`config.mk`:
```
export PLATFORM = sky130hd
export DESIGN_NAME = mem_load_store_unit
export DESIGN_NICKNAME = d
export VERILOG_FILES = /design/src/rtl/mem_load_store_unit.sv
export SDC_FILE = /design/constraint.sdc
export NUM_CORES = 1
export LEC_CHECK = 0
export ABC_AREA = 1
export BUFFER_PORTS_ARGS = -buffer_cell sky130_fd_sc_hd__buf_2
export CORE_MARGIN = 4
export CORE_UTILIZATION = 29
export CTS_BUF_LIST = sky130_fd_sc_hd__clkbuf_4 sky130_fd_sc_hd__clkbuf_8
export DETAILED_ROUTE_END_ITERATION = 12
export SLEW_MARGIN = 20
export SYNTH_ARGS = -nofsm -noshare
export SYNTH_HDL_FRONTEND = slang
export SYNTH_SLANG_ARGS = --single-unit
export TNS_END_PERCENT = 30
```
`constraint.sdc`:
```
create_clock -name clk -period 2.7 [get_ports clk]
set_input_delay 0.675 -clock clk [delete_from_list [all_inputs] [get_ports clk]]
set_output_delay 0.675 -clock clk [all_outputs]
set_load 0.01 [all_outputs]
```
`src/rtl/mem_load_store_unit.sv`:
```
// Load/store stage: one access per handshake, bus wait with timeout, load alignment/extension.
// Optional macro MEM_MISALIGN_TRAP_EN: misaligned H/W accesses fail with err instead of being aligned.
module mem_load_store_unit #(
   parameter int unsigned TIMEOUT = 256,
   parameter int unsigned CNT_W   = 9
) (
   input  logic        clk,
   input  logic        reset,
   input  logic        req_valid,
   output logic        req_ready,
   input  logic        req_write,
   input  logic [2:0]  req_funct3,
   input  logic [31:0] req_addr,
   input  logic [31:0] req_wdata,
   output logic        mem_valid,
   input  logic        mem_ready,
   output logic        mem_write,
   output logic [31:0] mem_addr,
   output logic [3:0]  mem_wstrb,
   output logic [31:0] mem_wdata,
   input  logic        mem_rvalid,
   input  logic [31:0] mem_rdata,
   output logic        resp_valid,
   output logic [31:0] mem_read_data,
   output logic        err,
   output logic        busy
);

   typedef enum logic [1:0] {
      S_IDLE   = 2'd0,
      S_REQ    = 2'd1,
      S_WAIT_R = 2'd2,
      S_RESP   = 2'd3
   } state_t;

   localparam logic [CNT_W-1:0] TO_LAST = CNT_W'(TIMEOUT - 32'd1);

   state_t             state_q;
   logic               req_ready_q;
   logic               mem_valid_q;
   logic               mem_write_q;
   logic [31:0]        mem_addr_q;
   logic [3:0]         mem_wstrb_q;
   logic [31:0]        mem_wdata_q;
   logic               resp_valid_q;
   logic [31:0]        rdata_q;
   logic               err_q;
   logic [2:0]         funct3_q;
   logic [1:0]         off_q;
   logic [CNT_W-1:0]   cnt_q;
   logic [CNT_W-1:0]   cnt_d;

   logic               legal_s;
   logic               abort_s;
   logic               to_hit_s;
   logic [1:0]         off_s;
   logic [3:0]         wstrb_s;
   logic [31:0]        wdata_s;
   logic [7:0]         byte_s;
   logic [15:0]        half_s;
   logic [31:0]        ld_data_d;

   // Decode the incoming request: legality, effective byte offset, strobes and lane replication.
   always_comb begin
      legal_s = 1'b0;
      off_s   = req_addr[1:0];
      wstrb_s = 4'b0000;
      wdata_s = req_wdata;
      case (req_funct3)
         3'b000: begin
            legal_s = 1'b1;
            wstrb_s = 4'b0001 << req_addr[1:0];
            wdata_s = {4{req_wdata[7:0]}};
         end
         3'b001: begin
            legal_s = 1'b1;
            off_s   = {req_addr[1], 1'b0};
            wstrb_s = 4'b0011 << {req_addr[1], 1'b0};
            wdata_s = {2{req_wdata[15:0]}};
         end
         3'b010: begin
            legal_s = 1'b1;
            off_s   = 2'b00;
            wstrb_s = 4'b1111;
         end
         3'b100: begin
            legal_s = ~req_write;
         end
         3'b101: begin
            legal_s = ~req_write;
            off_s   = {req_addr[1], 1'b0};
         end
         default: begin
            legal_s = 1'b0;
         end
      endcase
   end

`ifdef MEM_MISALIGN_TRAP_EN
   logic misal_s;
   assign misal_s = ((req_funct3[1:0] == 2'b01) && req_addr[0])
                 || ((req_funct3[1:0] == 2'b10) && (req_addr[1:0] != 2'b00));
   assign abort_s = ~legal_s | misal_s;
`else
   assign abort_s = ~legal_s;
`endif

   // TIMEOUT of zero disables the abort entirely.
   assign to_hit_s = (TIMEOUT != 32'd0) && (cnt_q == TO_LAST);
   assign cnt_d    = cnt_q + CNT_W'(1);

   // Extract and extend the addressed lane of the returned read word.
   always_comb begin
      case (off_q)
         2'b00:   byte_s = mem_rdata[7:0];
         2'b01:   byte_s = mem_rdata[15:8];
         2'b10:   byte_s = mem_rdata[23:16];
         2'b11:   byte_s = mem_rdata[31:24];
         default: byte_s = 8'h00;
      endcase
      half_s = off_q[1] ? mem_rdata[31:16] : mem_rdata[15:0];
      case (funct3_q)
         3'b000:  ld_data_d = {{24{byte_s[7]}}, byte_s};
         3'b001:  ld_data_d = {{16{half_s[15]}}, half_s};
         3'b010:  ld_data_d = mem_rdata;
         3'b100:  ld_data_d = {24'h000000, byte_s};
         3'b101:  ld_data_d = {16'h0000, half_s};
         default: ld_data_d = 32'h0000_0000;
      endcase
   end

   // Access sequencer with all outputs registered.
   always_ff @(posedge clk) begin
      if (reset) begin
         state_q      <= S_IDLE;
         req_ready_q  <= 1'b1;
         mem_valid_q  <= 1'b0;
         mem_write_q  <= 1'b0;
         mem_addr_q   <= 32'h0000_0000;
         mem_wstrb_q  <= 4'b0000;
         mem_wdata_q  <= 32'h0000_0000;
         resp_valid_q <= 1'b0;
         rdata_q      <= 32'h0000_0000;
         err_q        <= 1'b0;
         funct3_q     <= 3'b000;
         off_q        <= 2'b00;
         cnt_q        <= '0;
      end else begin
         case (state_q)
            S_IDLE: begin
               resp_valid_q <= 1'b0;
               if (req_valid && req_ready_q) begin
                  req_ready_q <= 1'b0;
                  funct3_q    <= req_funct3;
                  off_q       <= off_s;
                  mem_write_q <= req_write;
                  mem_addr_q  <= {req_addr[31:2], 2'b00};
                  mem_wstrb_q <= req_write ? wstrb_s : 4'b0000;
                  mem_wdata_q <= wdata_s;
                  cnt_q       <= '0;
                  if (abort_s) begin
                     state_q      <= S_RESP;
                     resp_valid_q <= 1'b1;
                     err_q        <= 1'b1;
                     rdata_q      <= 32'h0000_0000;
                  end else begin
                     state_q     <= S_REQ;
                     mem_valid_q <= 1'b1;
                  end
               end
            end
            S_REQ: begin
               if (to_hit_s) begin
                  state_q      <= S_RESP;
                  mem_valid_q  <= 1'b0;
                  resp_valid_q <= 1'b1;
                  err_q        <= 1'b1;
                  rdata_q      <= 32'h0000_0000;
               end else if (mem_ready) begin
                  mem_valid_q <= 1'b0;
                  cnt_q       <= cnt_d;
                  if (mem_write_q) begin
                     state_q      <= S_RESP;
                     resp_valid_q <= 1'b1;
                     err_q        <= 1'b0;
                     rdata_q      <= 32'h0000_0000;
                  end else begin
                     state_q <= S_WAIT_R;
                  end
               end else begin
                  cnt_q <= cnt_d;
               end
            end
            S_WAIT_R: begin
               if (to_hit_s) begin
                  state_q      <= S_RESP;
                  resp_valid_q <= 1'b1;
                  err_q        <= 1'b1;
                  rdata_q      <= 32'h0000_0000;
               end else if (mem_rvalid) begin
                  state_q      <= S_RESP;
                  resp_valid_q <= 1'b1;
                  err_q        <= 1'b0;
                  rdata_q      <= ld_data_d;
               end else begin
                  cnt_q <= cnt_d;
               end
            end
            S_RESP: begin
               state_q      <= S_IDLE;
               resp_valid_q <= 1'b0;
               req_ready_q  <= 1'b1;
            end
            default: begin
               state_q      <= S_IDLE;
               resp_valid_q <= 1'b0;
               mem_valid_q  <= 1'b0;
               req_ready_q  <= 1'b1;
            end
         endcase
      end
   end

   assign req_ready     = req_ready_q;
   assign busy          = ~req_ready_q;
   assign mem_valid     = mem_valid_q;
   assign mem_write     = mem_write_q;
   assign mem_addr      = mem_addr_q;
   assign mem_wstrb     = mem_wstrb_q;
   assign mem_wdata     = mem_wdata_q;
   assign resp_valid    = resp_valid_q;
   assign mem_read_data = rdata_q;
   assign err           = err_q;

endmodule
```
==> flow_metrics.py, run 1 <==
metrics = {
    "status": {
        "status": "completed",
    },
    "synth": {
        "ys_warn_count": 0,
        "synth_cell_types": 35,
        "netlist_instances": 870,
        "synthTopCellsByCount": "nand2_1 (294), a21oi_1 (128), dfxtp_1 (119), inv_1 (92), o21ai_0 (59)",
        "ys.flop_type": "dfxtp_1",
        "synthXorXnorAreaFrac": 0.00451,
        "ys_ff_latch": 119,
        "synth_top_area_cell": "dfxtp_1",
        "async_flop_share": 0,
        "synth_edf_count": 0,
        "yosys.area_share.simple": 0.272,
        "syn_area_um2": 5820,
        "synth_compound_area_frac": 0.195,
        "synth_top_family_by_area": "simple AND/OR/NAND/NOR gates",
        "synth_top_cell_area_share": 0.409,
        "yosys-mux-area-fraction": 0,
        "syn_area_per_cell_um2": 6.69,
        "yosysMostFrequentCell": "nand2_1",
        "synthTopCellsByArea": "dfxtp_1 (41%), nand2_1 (19%), a21oi_1 (11%)",
        "seq_area_frac_synth": 0.409,
        "synthAdderAreaFrac": 0.0150,
    },
    "cts": {
        "cts_buffers": 17,
        "htree_levels": 4,
        "clock_path_buffers": 2,
        "cts_setup_buffers": 0,
        "clk-insertion-delay-late_ps": 440,
        "cts_tree": "done",
        "cts_root_buf": "clkbuf_8",
        "clock_sinks": 119,
        "path_clk_slew_ps": 80,
    },
    "sta": {
        "hold_viol": 0,
        "worst_pin_slew_ps": 912,
        "final_max_slew_viol_count": 0,
        "layout_setup_ws_ps": 374,
        "grt_setup_unrepaired": "false",
        "min_period_ps": 2330,
        "max_slew_margin": 0.392,
        "fin_setup_tns_ps": 0,
        "finalCritPeriodShare": 0.862,
        "skew_ps": 17.9,
        "fmax_ghz": 0.430,
        "setup_viol": 0,
    },
    "route": {
        "wl_met3_um": 1980,
        "wl_met1_um": 8580,
        "first_pass_iters": 4,
        "vias": 6241,
        "top_layer": "met5",
        "antenna_left": 0,
        "drc": 0,
        "routed_wl_um": 19300,
        "wl_per_cell_um": 14.4,
        "avgViaCountPerCell": 4.66,
        "met2WireLength_um": 8410,
        "drtIter0Drc": 312,
    },
    "worst_setup_path": {
        "critPathBufInv": 1,
        "critPathSlowestCell": "dfxtp_1",
        "ff2ff_path_depth": 13,
        "cp.depth": 13,
        "worstSetupPathType": "reg -> reg",
        "max_stage_delay_ps": 360,
        "path_delay_family": "simple AND/OR/NAND/NOR gates",
        "crit_chain": "ha_1, nand4_1, nor3_1, ha_2, nor2_1, nand2_1, nand2_1, nor2_2, nand3_4, nor2_4, buf_6, nand2_1, a21oi_1",
        "crit_required_ps": 3060,
        "arrival_ps": 2680,
        "reg2reg_to": "mem_read_data[31]$_SDFFE_PP0P_",
        "path_common_cell": "nand2_1",
        "crit_fanout": 30,
        "timing.rr.start": "cnt_q[0]$_SDFFE_PP0P_",
        "reg2reg_setup_slack_ps": 370,
        "cp-end-kind": "flop",
        "cp-start-kind": "flop",
    },
    "floorplanning": {
        "die_h_um": 150,
        "ioPinCount": 211,
        "core_area_um2": 19600,
        "die_w_um": 150,
        "fp.dieArea_um2": 22400,
        "rows": 51,
        "start_util": 0.297,
    },
    "placement": {
        "placed_area_um2": 7060,
        "finalWeightedCongestion": 0.898,
        "pre_cts_ws_ps": 263,
        "io_buffers": 208,
        "dpl.cell_count": 1307,
        "place_hpwl_um": 14000,
    },
    "power": {
        "power_density_nw_per_um2": 896,
        "power_w": 0.00669,
        "irDropWorstVdd_uv": 373,
        "power.leakage_nw": 3.63,
    },
    "global_routing": {
        "grt_max_degree": 83,
        "grt_pass1_wl_um": 30800,
        "grt_pass1_vias": 6009,
        "grt_usage": 0.173,
        "antenna_found_initial": 1,
        "overflow": 0,
    },
    "layout": {
        "antenna_cells": 0,
        "syn_to_final_growth_pct": 28.3,
        "stdcell_area_um2": 7470,
        "final_cells": 1339,
        "drive_gt1_frac": 0.250,
        "nNetsFinal": 1173,
    },
    "min_path": {
        "min_from": "err$_SDFFE_PP0P_",
        "min_delay_path_depth": 2,
        "whs_endpoint": "err$_SDFFE_PP0P_",
        "hp-class": "reg -> reg",
    },
    "flow_run": {
        "cap_violations": 0,
    },
}
-- repair_timing --
action	4_1_cts	5_1_grt
endpoints found under the setup margin	0	28
hold buffers	0	0
endpoints found under the hold margin	0	0
gates resized for setup	0	2
-- layout make-up --
type / instances / area [um^2]
multi-input cells: 608 / 2850
repair buffers: 218 / 1140
flip-flops and latches: 119 / 2380
well taps: 265 / 332
inverters: 97 / 364
clock inverters: 15 / 163
clock buffers: 17 / 234
fillers: 2195 / 12100
-- state kept, by name (all words and copies together), names as in the netlist --
register,cells
cnt_q,9
err,1
funct3_q,3
mem_addr,30
mem_read_data,32
mem_valid,1
mem_wdata,32
mem_write,1
mem_wstrb,4
off_q,2
req_ready,1
resp_valid,1
state_q,2
-- how the worst max path moves through the flow --
stage	from	end	slack, ps
2_1_floorplan	cnt_q[0]$_SDFFE_PP0P_	mem_read_data[0]$_SDFFE_PP0P_	680
3_3_place_gp	cnt_q[0]$_SDFFE_PP0P_	mem_read_data[10]$_SDFFE_PP0P_	390
3_5_place_dp	cnt_q[0]$_SDFFE_PP0P_	mem_read_data[3]$_SDFFE_PP0P_	260
4_1_cts	cnt_q[0]$_SDFFE_PP0P_	mem_read_data[5]$_SDFFE_PP0P_	240
5_1_grt	cnt_q[0]$_SDFFE_PP0P_	cnt_q[5]$_SDFFE_PP0P_	40
6_report	cnt_q[0]$_SDFFE_PP0P_	mem_read_data[31]$_SDFFE_PP0P_	370
-- placed cells by master, fill, tap and decap left out, types with 2 or more instances in the layout --
cell type   Yosys  layout
nand2_1       294     293
nor3_1          5       5
inv_6           0       8
o21ai_0        59      59
clkinv_2        0       2
ha_1            7       6
clkbuf_8        0      17
buf_12          0       2
dfxtp_1       119     119
clkinvlp_4      0       3
o31ai_1         2       2
bufinv_16       0       2
nor3_2          2       2
o211ai_1       13      13
conb_1          1       2
buf_4           2       7
inv_2           4       5
nand3_1        45      45
a21oi_1       128     128
inv_1          92      91
nor2_2          4       4
nand4_1         4       4
nand2_2         1       2
a22o_1          7       7
xor2_1          3       3
nor2_1         22      22
buf_2          18     208
-- stage by stage --
| step | util | hold slack (ps) |
|---|---|---|
| final | 0.381 | 463 |
| after global routing | 0.381 | 450 |
| after CTS | 0.381 | 437 |
| after detailed placement | 0.361 | 452 |
| after global placement | 0.361 | 448 |
| after floorplan | - | 450 |
-- report_power, final --
part / leakage (nW) / switching [W] / total (W) / internal, W
logic: 2.47 / 0.00179 / 0.00269 / 0.000905
clock network: 0.195 / 0.000832 / 0.00167 / 0.000839
registers: 0.972 / 0.000227 / 0.00232 / 0.00210
total: 3.63 / 0.00285 / 0.00669 / 0.00384
-- cells by family after synthesis --
group | Yosys count
compound gates | 213
xor+xnor | 3
flops | 119
other cells | 1
buf+inv | 144
simple gates | 383
fa+ha+maj | 7
-- tightest hold or removal path, cell delays in order, from the launching register on --
cell and delay (ps):
dfxtp_1 310, nand2_1 60, a21oi_1 50
-- metal layers --
metal	global-route usage	up-vias
met3	0.0584	24
met2	0.272	242
li1	-	3183
met4	0.0544	2
met1	0.224	2790
met5	0	-
(Power assumes the default switching activity.)
==> inputs of run 2 (changes only) <==
--- a/config.mk
+++ b/config.mk
@@ -9,2 +9,3 @@
 export BUFFER_PORTS_ARGS = -buffer_cell sky130_fd_sc_hd__buf_2
+export CORE_ASPECT_RATIO = 0.5
 export CORE_MARGIN = 4
--- a/constraint.sdc
+++ b/constraint.sdc
@@ -3,2 +3,2 @@
 set_output_delay 0.675 -clock clk [all_outputs]
-set_load 0.01 [all_outputs]
+set_load 0.02 [all_outputs]
==> run 2 against run 1 <==
Effect of this change:
- register-to-register slack got worse by 90 ps
- die area is 0.62% higher
- clock power hardly changed
- power is 3.0% higher
- sequential power about the same
- design area down 0.22%
- largest cell class unchanged
- largest power group unchanged
==> flow_metrics.py, run 2 (same netlist as run 1, synthesis figures left out) <==
metrics = {
    "worst_setup_path": {
        "arrival_ps": 2780,
        "worstSetupPathType": "reg -> reg",
        "cp-start-kind": "flop",
        "crit_required_ps": 3070,
        "crit_fanout": 30,
        "cp-end-kind": "flop",
    },
    "route": {
        "antenna_left": 0,
        "routed_wl_um": 19200,
        "first_pass_iters": 5,
        "vias": 6154,
        "drc": 0,
        "drtIter0Drc": 382,
        "avgViaCountPerCell": 4.59,
        "wl_per_cell_um": 14.3,
    },
    "floorplanning": {
        "start_util": 0.297,
        "die_h_um": 108,
        "ioPinCount": 211,
        "fp.dieArea_um2": 22500,
        "rows": 36,
        "die_w_um": 208,
        "core_area_um2": 19600,
    },
    "layout": {
        "antenna_cells": 0,
        "final_common_cell": "nand2_1",
        "syn_to_final_growth_pct": 28.0,
        "final_cell_mix": "nand2_1 (293), buf_2 (208), a21oi_1 (128)",
        "nNetsFinal": 1173,
        "finalCoreUtilization": 0.380,
        "final_cells": 1340,
        "drive_gt1_frac": 0.250,
    },
    "sta": {
        "layout_setup_ws_ps": 286,
        "max_slew_margin": 0.405,
        "fin_setup_tns_ps": 0,
        "min_period_ps": 2410,
        "grt_setup_unrepaired": "false",
        "setup_viol": 0,
        "finalCritPeriodShare": 0.894,
        "worst_pin_slew_ps": 892,
        "final_max_slew_viol_count": 0,
        "fmax_ghz": 0.414,
        "hold_viol": 0,
        "skew_ps": 12.2,
    },
    "global_routing": {
        "overflow": 0,
        "grt_usage": 0.168,
        "grt_max_degree": 83,
        "grt_pass1_vias": 5945,
        "antenna_found_initial": 0,
        "grt_pass1_wl_um": 30800,
    },
    "cts": {
        "cts_setup_buffers": 0,
        "cts.repair.resized": 0,
        "htree_levels": 4,
        "clock_sinks": 119,
        "clock_path_buffers": 2,
        "cts_root_buf": "clkbuf_8",
        "path_clk_slew_ps": 70,
        "cts_tree": "done",
        "cts_buffers": 17,
        "clk-insertion-delay-late_ps": 450,
        "cts_hold_buf": 0,
    },
    "placement": {
        "dpl.cell_count": 1308,
        "io_buffers": 208,
        "finalWeightedCongestion": 0.886,
        "pre_cts_ws_ps": 275,
        "place_hpwl_um": 14200,
    },
    "status": {
        "status": "completed",
    },
    "flow_run": {
        "cap_violations": 0,
    },
    "power": {
        "power.leakage_nw": 3.63,
        "irDropWorstVdd_uv": 332,
        "power_density_nw_per_um2": 925,
    },
    "min_path": {
        "hp-class": "reg -> reg",
    },
}
==> run 2: cell types whose count changed in the layout (fill, tap and decap cells not counted), moves of 2 or more <==
cell,previous run,this run
buf_4,7,10
clkbuf_8,17,21
buf_12,2,0
clkinvlp_4,3,5
inv_6,8,1
==> run 2: area by class of cell <==
type	instances	area (um^2)
clock buffers	21	289
clock inverters	11	121
fillers	2142	12100
inverters	97	364
multi-input cells	608	2850
flip-flops and latches	119	2380
well taps	266	333
repair buffers	218	1120
==> run 2: power breakdown <==
part	switching, W	internal (W)	total [W]	leakage, nW
combinational	0.00200	0.000881	0.00288	2.46
clock	0.000774	0.000915	0.00169	0.196
sequential	0.000223	0.00210	0.00232	0.972
total	0.00300	0.00389	0.00689	3.63
==> run 2: layer usage <==
layer / wire (um) / global-route usage / up-vias
met3: 774 / 0.0397 / 20
met4: 309 / 0.0534 / 0
met1: 8950 / 0.218 / 2830
li1: - / - / 3180
met2: 9130 / 0.281 / 124
met5: 0 / 0 / -
==> run 2: path summary, 6_finish.rpt <==
| path | startpoint | end | slack (ps) | cells after the start |
|---|---|---|---|---|
| worst max-delay path | cnt_q[0]$_SDFFE_PP0P_ | mem_read_data[25]$_SDFFE_PP0P_ | 290 | 13 |
| worst min-delay path | mem_valid$_SDFFE_PP0P_ | mem_valid$_SDFFE_PP0P_ | 460 | 2 |
| worst max register to register | cnt_q[0]$_SDFFE_PP0P_ | mem_read_data[25]$_SDFFE_PP0P_ | 290 | 13 |
| worst min register to register | mem_valid$_SDFFE_PP0P_ | mem_valid$_SDFFE_PP0P_ | 460 | 2 |
==> run 2: metrics by stage <==
step	area, um^2	power, W	hold slack, ps
2_1_floorplan	5830	0.00440	450
3_3_place_gp	7040	0.00522	448
3_5_place_dp	7040	0.00527	452
4_1_cts	7450	0.00700	427
5_1_grt	7450	0.00745	425
6_report	7450	0.00689	459
==> run 2: worst max-delay path, stage by stage, from the launching register on <==
cell and delay [ps]:
dfxtp_1 370, ha_1 220, nand4_1 160, nor3_1 170
ha_1 280, inv_1 80, nand3_1 80, nand2_1 100
nor2_2 170, nand3_4 110, nor2_4 80, buf_4 280
nand2_1 90, a21oi_1 130
==> inputs of run 3 (changes only) <==
CORE_UTILIZATION = 30   (was 29)
==> run 3 against run 2 <==
Effect of this change:
- fmax fell by 0.41%
- worst setup slack got worse by 9.8 ps
- critical endpoint is now mem_read_data[23]$_SDFFE_PP0P_
- die area fell by 3.1%
- clock power rose by 9%
- clock skew rose by 3.0 ps
- largest power group unchanged
- sequential share of layout area fell by 0.15 points
- design area rose by 0.47%
==> flow_metrics.py, run 3 (same netlist as run 1, synthesis figures left out) <==
metrics = {
    "status": {
        "status": "completed",
    },
    "cts": {
        "cts_setup_buffers": 0,
        "htree_levels": 4,
        "cts_hold_buf": 0,
        "clock_path_buffers": 2,
        "cts_buffers": 17,
        "clock_sinks": 119,
        "cts_root_buf": "clkbuf_8",
        "path_clk_slew_ps": 80,
        "clk-insertion-delay-late_ps": 430,
        "cts_tree": "done",
        "cts.repair.resized": 0,
    },
    "route": {
        "avgViaCountPerCell": 4.67,
        "wl_per_cell_um": 14.3,
        "first_pass_iters": 6,
        "routed_wl_um": 19100,
        "antenna_left": 0,
        "drc": 0,
        "vias": 6228,
        "drtIter0Drc": 388,
    },
    "placement": {
        "io_buffers": 208,
        "place_hpwl_um": 14100,
        "finalWeightedCongestion": 0.915,
        "pre_cts_ws_ps": 279,
        "placed_area_um2": 7040,
    },
    "layout": {
        "final_common_cell": "nand2_1",
        "drive_gt1_frac": 0.250,
        "multi_input_area_um2": 2850,
        "nNetsFinal": 1174,
        "syn_to_final_growth_pct": 28.6,
        "fillers": 2052,
        "seqCellArea_um2": 2380,
        "final_cell_mix": "nand2_1 (293), buf_2 (208), a21oi_1 (128)",
        "stdcell_area_um2": 7490,
        "antenna_cells": 0,
    },
    "sta": {
        "skew_ps": 15.2,
        "hold_viol": 0,
        "fmax_ghz": 0.413,
        "max_slew_margin": 0.397,
        "finalCritPeriodShare": 0.898,
        "layout_setup_ws_ps": 276,
        "final_max_slew_viol_count": 0,
        "grt_setup_unrepaired": "false",
        "worst_hold_slack_ps": 462,
        "setup_viol": 0,
        "min_period_ps": 2420,
        "fin_setup_tns_ps": 0,
        "worst_pin_slew_ps": 905,
    },
    "global_routing": {
        "grt_max_degree": 83,
        "antenna_found_initial": 0,
        "grt_pass1_wl_um": 31500,
        "overflow": 0,
        "grt_usage": 0.175,
        "grt_pass1_vias": 6200,
    },
    "floorplanning": {
        "start_util": 0.311,
        "die_w_um": 205,
        "fp.dieArea_um2": 21800,
        "die_h_um": 107,
        "rows": 35,
        "ioPinCount": 211,
        "core_area_um2": 18700,
    },
    "worst_setup_path": {
        "cp-start-kind": "flop",
        "crit_required_ps": 3050,
        "worstSetupPathType": "reg -> reg",
        "arrival_ps": 2770,
        "cp-end-kind": "flop",
        "crit_fanout": 30,
    },
    "power": {
        "power.leakage_nw": 3.66,
        "power_w": 0.00705,
        "irDropWorstVdd_uv": 352,
        "power_density_nw_per_um2": 942,
    },
    "flow_run": {
        "cap_violations": 0,
    },
    "min_path": {
        "hp-class": "reg -> reg",
    },
}
[run 3: cell count changes in the layout (fill, tap and decap cells not counted)]
cell and delta:
clkinv_2 -1, inv_6 +1, clkinv_4 +5, bufinv_16 +2, clkinvlp_4 -4, clkbuf_8 -3
buf_4 +1
[run 3: path summary, 6_finish.rpt]
kind	from	to	slack [ps]	cells after the start
min reg2reg	mem_read_data[19]$_SDFFE_PP0P_	mem_read_data[19]$_SDFFE_PP0P_	460	2
min	mem_read_data[19]$_SDFFE_PP0P_	mem_read_data[19]$_SDFFE_PP0P_	460	2
max reg2reg	cnt_q[0]$_SDFFE_PP0P_	mem_read_data[23]$_SDFFE_PP0P_	280	13
max	cnt_q[0]$_SDFFE_PP0P_	mem_read_data[23]$_SDFFE_PP0P_	280	13
[run 3: routing by layer]
layer	vias up	global-route usage	wire length, um
li1	3183	-	-
met1	2870	0.227	8860
met2	150	0.296	9080
met3	25	0.0338	904
met4	0	0.0497	300
met5	-	0	0
[run 3: layout make-up]
class                           instances  share of cell area
Clock buffer                           18              0.0331
Sequential cell                       119               0.318
Timing Repair Buffer                  219               0.150
Clock inverter                         14              0.0266
Inverter                               97              0.0486
Tap cell                              259              0.0433
Multi-Input combinational cell        608               0.380
[run 3: report_power, final]
part	switching (W)	leakage [nW]	internal, W
combinational	0.00199	2.46	0.000888
clock	0.000804	0.224	0.00104
sequential	0.000230	0.972	0.00210
total	0.00302	3.66	0.00403
[run 3: critical path: stages, from the launching register on]
cell and delay (ps):
dfxtp_1 370, ha_1 220, nand4_1 160, nor3_1 200
ha_1 290, inv_1 90, nand3_1 80, nand2_1 90
nor2_2 150, nand3_4 110, nor2_4 80, buf_4 290
nand2_1 90, a21oi_1 140
[run 3: per-stage QoR]
stage | cells | util
after CTS | 1334 | 0.400
after global routing | 1334 | 0.400
after floorplan | 871 | -
after detailed placement | 1302 | 0.376
after global placement | 1302 | 0.376
final | 1334 | 0.400
